$ cat src/rtl/usb_rx_pkg.sv
// USB receive path shared types and constants.
// Used by the bit-timing stage and its counters.
package usb_rx_pkg;

  typedef enum logic [1:0] {
    IDLE,
    SYNC,
    DATA
  } timerState;

  localparam int USB_CLKS_PER_BIT  = 8;
  localparam int USB_STUFF_LEN     = 6;
  localparam int USB_BITS_PER_BYTE = 8;

endpackage

$ cat src/rtl/flex_counter.sv
// Rollover counter with load, clear and enable.
// Load beats clear, clear beats enable; wraps after rollover_val_i.
module flex_counter #(
  parameter int W = 4
) (
  input  logic         clk,
  input  logic         rst,
  input  logic         clear_i,
  input  logic         load_i,
  input  logic [W-1:0] load_val_i,
  input  logic         count_enable_i,
  input  logic [W-1:0] rollover_val_i,
  output logic [W-1:0] count_o
);

  logic [W-1:0] count_q;
  logic [W-1:0] count_d;

  always_comb begin
    count_d = count_q;
    if (load_i) begin
      count_d = load_val_i;
    end else if (clear_i) begin
      count_d = '0;
    end else if (count_enable_i) begin
      if (count_q == rollover_val_i) begin
        count_d = '0;
      end else begin
        count_d = count_q + 1'b1;
      end
    end
  end

  always_ff @(posedge clk or posedge rst) begin
    if (rst) begin
      count_q <= '0;
    end else begin
      count_q <= count_d;
    end
  end

  assign count_o = count_q;

endmodule

$ cat src/rtl/rx_timer.sv
// USB receive bit timing, byte framing and bit unstuffing.
// Resyncs on each data edge; drops stuffed bits after the sync byte.
module rx_timer
  import usb_rx_pkg::*;
#(
  parameter int CLKS_PER_BIT  = USB_CLKS_PER_BIT,
  parameter int SAMPLE_OFFSET = 3,
  parameter int BITS_PER_BYTE = USB_BITS_PER_BYTE,
  parameter int STUFF_LEN     = USB_STUFF_LEN
) (
  input  logic       clk,
  input  logic       rst,
  input  logic       d_edge,
  input  logic       rcving,
  input  logic       d_orig,
  output logic       shift_enable,
  output logic       byte_received,
  output logic       stuff_error,
  output logic [2:0] bit_cnt
);

  localparam int CW = $clog2(CLKS_PER_BIT);
  localparam int BW = $clog2(BITS_PER_BYTE);
  localparam int OW = $clog2(STUFF_LEN + 1);

  localparam logic [CW-1:0] CLK_LAST = CW'(CLKS_PER_BIT - 1);
  localparam logic [CW-1:0] CLK_SMP  = CW'(SAMPLE_OFFSET);
  localparam logic [BW-1:0] BIT_LAST = BW'(BITS_PER_BYTE - 1);
  localparam logic [OW-1:0] ONES_MAX = OW'(STUFF_LEN);

  timerState     state_q;
  logic [OW-1:0] ones_cnt_q;
  logic [OW-1:0] ones_cnt_d;
  logic          byte_q;
  logic [CW-1:0] clk_cnt;
  logic [BW-1:0] bit_cnt_w;
  logic          sample;
  logic          stuffed;
  logic          byte_done;

  // A coincident edge wins: resync, no sample this cycle.
  assign sample = rcving & (clk_cnt == CLK_SMP) & ~d_edge;

  assign stuffed = sample & (state_q == DATA)
                 & (ones_cnt_q == ONES_MAX);

  assign shift_enable = sample & (state_q != IDLE) & ~stuffed;
  assign stuff_error  = stuffed & d_orig;
  assign byte_done    = shift_enable & (bit_cnt_w == BIT_LAST);

  flex_counter #(.W(CW)) u_clk_cnt (
    .clk           (clk),
    .rst           (rst),
    .clear_i       (~rcving),
    .load_i        (d_edge),
    .load_val_i    (CW'(1)),
    .count_enable_i(rcving),
    .rollover_val_i(CLK_LAST),
    .count_o       (clk_cnt)
  );

  flex_counter #(.W(BW)) u_bit_cnt (
    .clk           (clk),
    .rst           (rst),
    .clear_i       (~rcving),
    .load_i        (1'b0),
    .load_val_i    ('0),
    .count_enable_i(shift_enable),
    .rollover_val_i(BIT_LAST),
    .count_o       (bit_cnt_w)
  );

  always_comb begin
    ones_cnt_d = ones_cnt_q;
    if (!rcving || state_q != DATA) begin
      ones_cnt_d = '0;
    end else if (stuffed) begin
      ones_cnt_d = '0;
    end else if (shift_enable) begin
      if (!d_orig) begin
        ones_cnt_d = '0;
      end else if (ones_cnt_q != ONES_MAX) begin
        ones_cnt_d = ones_cnt_q + 1'b1;
      end
    end
  end

  always_ff @(posedge clk or posedge rst) begin
    if (rst) begin
      state_q    <= IDLE;
      ones_cnt_q <= '0;
      byte_q     <= 1'b0;
    end else begin
      ones_cnt_q <= ones_cnt_d;
      byte_q     <= byte_done;
      if (!rcving) begin
        state_q <= IDLE;
      end else begin
        unique case (state_q)
          IDLE:    state_q <= SYNC;
          SYNC:    if (byte_done) state_q <= DATA;
          DATA:    state_q <= DATA;
          default: state_q <= IDLE;
        endcase
      end
    end
  end

  assign byte_received = byte_q;
  assign bit_cnt       = 3'(bit_cnt_w);

endmodule

$ cat config.mk
export PLATFORM = sky130hd
export DESIGN_NAME = rx_timer
export DESIGN_NICKNAME = d
export VERILOG_FILES = /design/src/rtl/usb_rx_pkg.sv /design/src/rtl/flex_counter.sv /design/src/rtl/rx_timer.sv
export SDC_FILE = /design/constraint.sdc
export NUM_CORES = 1
export LEC_CHECK = 0
export ABC_AREA = 0
export ABC_CLOCK_PERIOD_IN_PS = 4260
export CORE_ASPECT_RATIO = 0.9
export CORE_MARGIN = 2
export CORE_UTILIZATION = 45
export DETAILED_ROUTE_END_ITERATION = 8
export PLACE_DENSITY_LB_ADDON = 0.2
export RECOVER_POWER = 100
export SYNTH_ARGS = -nofsm -noshare
export SYNTH_HDL_FRONTEND = slang
export SYNTH_SLANG_ARGS = --single-unit
$ cat constraint.sdc
create_clock -name clk -period 4.26 [get_ports clk]
set_input_delay 0.426 -clock clk [delete_from_list [all_inputs] [get_ports clk]]
set_output_delay 0.426 -clock clk [all_outputs]
set_load 0.02 [all_outputs]
==> flow_summary.toml, run 1 <==
[status]
status = "finished clean"

[clocking]
cts_max_level = 1
cts_setup_buffers = 0
clock_path_buffers = 2
ctsResizeCount = 0
cts_hold_buf = 0
worstSkewPairLatency_ps = 280
numCtsBuffers = 3
cts.reportedPaths.clkPinSlew_ps = 70
cts_tree = "built"
cts_root_buffer = "clkbuf_4"
clock-sinks = 12

[drt]
detail-route-antenna-nets = 0
via_per_inst = 4.89
routed_wl_um = 1320
drt-initial-drc-count = 2
drcViolationCount = 0
routedWlPerCell_um = 11.8
drt_first_pass_iters = 4
vias = 548

[placed_design]
io_buffers = 10
dp_hpwl_um = 966
gp_congestion = 0.766

[power_and_ir_drop]
vdd_ir_drop_max_mv = 0.155
pwr_density_cell_mw_per_mm2 = 347
leakagePower_uw = 0.000425

[finish]
ff_latch_area_um2 = 300
drive_gt1_share_pct = 5.68
post-route-util_pct = 54.4
multi_input_comb_area_um2 = 385
fillers = 150
area_growth_pct = 17.4
antenna_cells = 0
nNetsFinal = 105

[setup_path]
worst_ep_required_time_ps = 3830
cp_data_arrival_time_ps = 2550
rr_worst_depth = 5
crit_chain = "dlygate4sd3_1 -> and4bb_1 -> and2_0 -> dlygate4sd3_1"
startpoint_type = "primary input"
cp_slowest_cell = "dlygate4sd3_1"
critPathMaxStageDelay_ps = 770
cpMostUsedCell = "dlygate4sd3_1"
setup.worst_path.class = "primary input to output port"
endpoint_kind = "output port"
cp_max_fo = 11

[synthesis]
synth_cell_type_count = 27
synth_flop_cell = "dfrtp_1"
synthCells = 76
synth_area_per_cell_um2 = 9.93
synth_top_area_cell = "dfrtp_1"
synth_top_area_share_pct = 39.8
yosysSeqAreaShare_pct = 39.8
yosysWarnings = 0
synthesis.nets = 92
syn-cell-area_um2 = 754
ys_ff_latch = 12
synth.top_cells.by_count = "12 x dfrtp_1, 11 x ha_1, 10 x nand2_1"
yosysMostFrequentCell = "dfrtp_1"
synth-edff-count = 0
ys_top_cells_by_area = "dfrtp_1 40%, ha_1 18%, nand2_1 5.0%, inv_1 4.5%, a31oi_4 2.8%"
synth-async-reset-ratio_pct = 100

[grt]
antenna_found_initial = 0
grt_pass1_vias = 560
grt_overflow = 0
grt_max_degree = 13
grt_pass1_wl_um = 2450
track_usage_pct = 17.3

[floorplan]
initial_core_util_pct = 46.3
die_y_um = 42.8
dieArea_mm2 = 0.00202
core_mm2 = 0.00163
die-width_um = 47.2
io_pins = 11
placementRows = 14

[timing]
period_minus_slack_ps = 2970
finalHoldViolations = 0
setup_violations = 0
tightest_slew_ps = 465
max_slew_margin_pct = 68.5
rsz0062_at_grt = "false"
max_freq_ghz = 0.336
period_share_pct = 69.8
fin_setup_tns_ps = 0
slew_violations = 0
finClkSkew_ps = 1.69

[worst_hold_path]
min_delay_path_depth = 1
hold_class = "flop to flop"

[flow_run]
drv_cap = 0
-- registers in the layout, indices dropped and copies added, names as in the netlist --
register / count
byte_received: 1
u_clk_cnt.count_o: 3
state_q: 2
u_bit_cnt.count_o: 3
ones_cnt_q: 3
-- critical path, delay by kind of cell --
kind,cells,cell delay [ps]
buffers and inverters,2,1460
AND/OR/NAND/NOR,2,670
-- per-layer routing --
metal / track usage, % / share of wire, % / vias up / wire (um)
met2: 24.4 / 43 / 11 / 566
li1: - / - / 289 / -
met5: 0 / 0 / - / 0
met1: 23.8 / 50 / 243 / 655
met3: 5.11 / 5.0 / 5 / 66
met4: 8.33 / 2.1 / 0 / 28
-- through the flow --
step	area (um^2)	hold WS, ps	total power, uW	cells	worst slack (ps)
global placement	868	456	226	108	1460
floorplan	754	291	202	76	2400
CTS	905	462	319	112	1390
global route	886	486	330	112	1160
finish	886	461	307	112	1290
detailed placement	868	452	223	108	1380
-- final timing paths --
check / slack, ps / end / startpoint
worst min-delay path: 460 / u_clk_cnt.count_o[0]$_DFF_PP0_ / u_clk_cnt.count_o[0]$_DFF_PP0_
worst max register to register: 2490 / state_q[0]$_DFFE_PP0P_ / u_clk_cnt.count_o[0]$_DFF_PP0_
worst max-delay path: 1290 / shift_enable / rcving
min in group asynchronous: 590 / byte_received$_DFF_PP0_ / rst
worst min register to register: 460 / u_clk_cnt.count_o[0]$_DFF_PP0_ / u_clk_cnt.count_o[0]$_DFF_PP0_
max in group asynchronous: 3340 / ones_cnt_q[2]$_DFFE_PP0P_ / rst
-- report_power, final --
part	total [uW]	internal, uW	switching (uW)
clock network	91.6	52.0	39.5
registers	134	125	8.92
logic	81.8	37.3	44.5
total	307	214	93.0
-- final cells by class --
class                   instances  area share, %
repair buffers                 10           11.3
flip-flops and latches         12           33.9
clock buffers                   4           4.10
multi-input cells              53           43.5
well taps                      24           3.39
inverters                       9           3.81
-- layout by cell type (no fill, tap or decap), drive strengths merged --
cell	count
o311ai	1
nor2	2
nand4bb	1
nor3	2
clkbuf	4
nand3	4
and3	2
o31ai	1
nor3b	1
inv	9
dlygate4sd3	8
clkdlybuf4s50	2
a31oi	2
nand2	10
ha	11
mux2i	2
a21oi	4
dfrtp	12
nand4b	1
nand4	2
nand3b	1
o21ai	3
and2	1
and4bb	1
a21bo	1
-- logic make-up (layout without fill, tap and decap cells) --
group	Yosys count	after routing	synth area share, %
flops	12	12	39.8
simple gates	28	28	20.4
fa+ha+maj	11	11	18.2
buf+inv	11	23	6.63
mux	2	2	2.65
compound gates	12	12	12.3
Power figures use the tool's default switching activity.
==> inputs of run 2 (changes only) <==
- ABC_CLOCK_PERIOD_IN_PS: 4260 -> 2800
- clock period: 4.26 -> 2.8 ns (I/O delays scaled with it)
==> flow_summary.toml, run 2 (synthesis gave the netlist of run 1 again) <==
[setup_path]
r2r_start = "u_clk_cnt.count_o[0]$_DFF_PP0_"
rrSetupSlack_ps = 900
rr_worst_depth = 6
r2r-end = "state_q[1]$_DFFE_PP0P_"
endpoint_kind = "output port"
startpoint_type = "flop"
cp_data_arrival_time_ps = 2120
cp_max_fo = 4
startpoint = "u_clk_cnt.count_o[0]$_DFF_PP0_"
worst_ep_required_time_ps = 2520
setup.worst_path.class = "flop to output port"

[clocking]
ctsResizeCount = 0
clock_path_buffers = 2
cts_setup_buffers = 0
cts_root_buffer = "clkbuf_4"
cts.reportedPaths.clkPinSlew_ps = 70
cts_hold_buf = 0
worstSkewPairLatency_ps = 280
numCtsBuffers = 3
cts_max_level = 1
cts_tree = "built"
clock-sinks = 12

[grt]
grt_pass1_vias = 597
grt_pass1_wl_um = 2640
antenna_found_initial = 0
grt_max_degree = 13
track_usage_pct = 19.0
grt_overflow = 0

[drt]
vias = 572
routed_wl_um = 1440
drt_first_pass_iters = 4
via_per_inst = 5.02
routedWlPerCell_um = 12.6
drt-initial-drc-count = 8
detail-route-antenna-nets = 0
drcViolationCount = 0

[power_and_ir_drop]
vdd_ir_drop_max_mv = 0.229
leakagePower_uw = 0.000429
pwr_density_cell_mw_per_mm2 = 484

[finish]
multi_input_comb_area_um2 = 385
antenna_cells = 0
final_cell_mix = "12 x dfrtp_1, 11 x ha_1, 10 x nand2_1"
ff_latch_area_um2 = 300
nNetsFinal = 108
postLayoutCellArea_um2 = 891
area_growth_pct = 18.1
drive_gt1_share_pct = 6.67
fillers = 154
final_common_cell = "dfrtp_1"

[timing]
finClkSkew_ps = 7.38
max_freq_ghz = 0.416
slew_violations = 0
period_share_pct = 85.9
rsz0062_at_grt = "false"
finalHoldViolations = 0
max_slew_margin_pct = 68.0
period_minus_slack_ps = 2400
setup_violations = 0
tightest_slew_ps = 473
fin_setup_tns_ps = 0

[floorplan]
die_y_um = 42.8
die-width_um = 47.2
core_mm2 = 0.00163
placementRows = 14
io_pins = 11
dieArea_mm2 = 0.00202
initial_core_util_pct = 46.3

[flow_run]
drv_cap = 0

[placed_design]
dp_hpwl_um = 1080
io_buffers = 10
gp_congestion = 0.783
place_area_um2 = 891

[worst_hold_path]
hold_class = "primary input to async pin"

[status]
status = "finished clean"
==> run 2: cell types whose count changed in the layout (fill, tap and decap cells not counted), sizes merged <==
cell           change
dlygate4sd3        -1
clkdlybuf4s50      +1
buf                +2
==> run 2: cell type report <==
class	count	share of cell area [%]
Timing Repair Buffer	13	13.3
Multi-Input combinational cell	53	43.3
Clock buffer	3	2.53
Inverter	9	3.79
Sequential cell	12	33.7
Tap cell	24	3.37
==> run 2: report_power, final <==
group          internal (uW)  switching (uW)
sequential               190            13.7
combinational           56.2            66.0
clock                   49.9            55.0
==> run 2: per-layer routing <==
metal,global-route usage [%],share of wire (%),up-vias
met3,6.38,3.3,5
met5,0,0,-
met1,24.7,48,262
li1,-,-,296
met4,8.33,1.9,0
met2,28.2,46,9
==> run 2: how the worst max path moves through the flow <==
stage	endpoint	slack (ps)	cells past startpoint
global route	stuff_error	290	6
detailed placement	shift_enable	670	4
global placement	shift_enable	700	4
CTS	stuff_error	440	6
floorplan	stuff_error	1090	4
finish	shift_enable	400	5
==> run 2: worst max-delay path, cell delays in order, from the launching register on <==
cell and delay [ps]:
dfrtp_1 380, ha_1 220, ha_1 220, and4bb_1 210, and2_1 170, dlygate4sd3_1 650
==> run 2: through the flow <==
step                hold slack [ps]  worst slack [ps]  utilization, %  cells  total power, uW
floorplan                       145              1090               -     76              308
global placement                453               697            54.7    111              338
detailed placement              456               665            54.7    111              342
CTS                             321               438            56.1    114              453
global route                    473               289            54.7    114              470
finish                          447               396            54.7    114              431
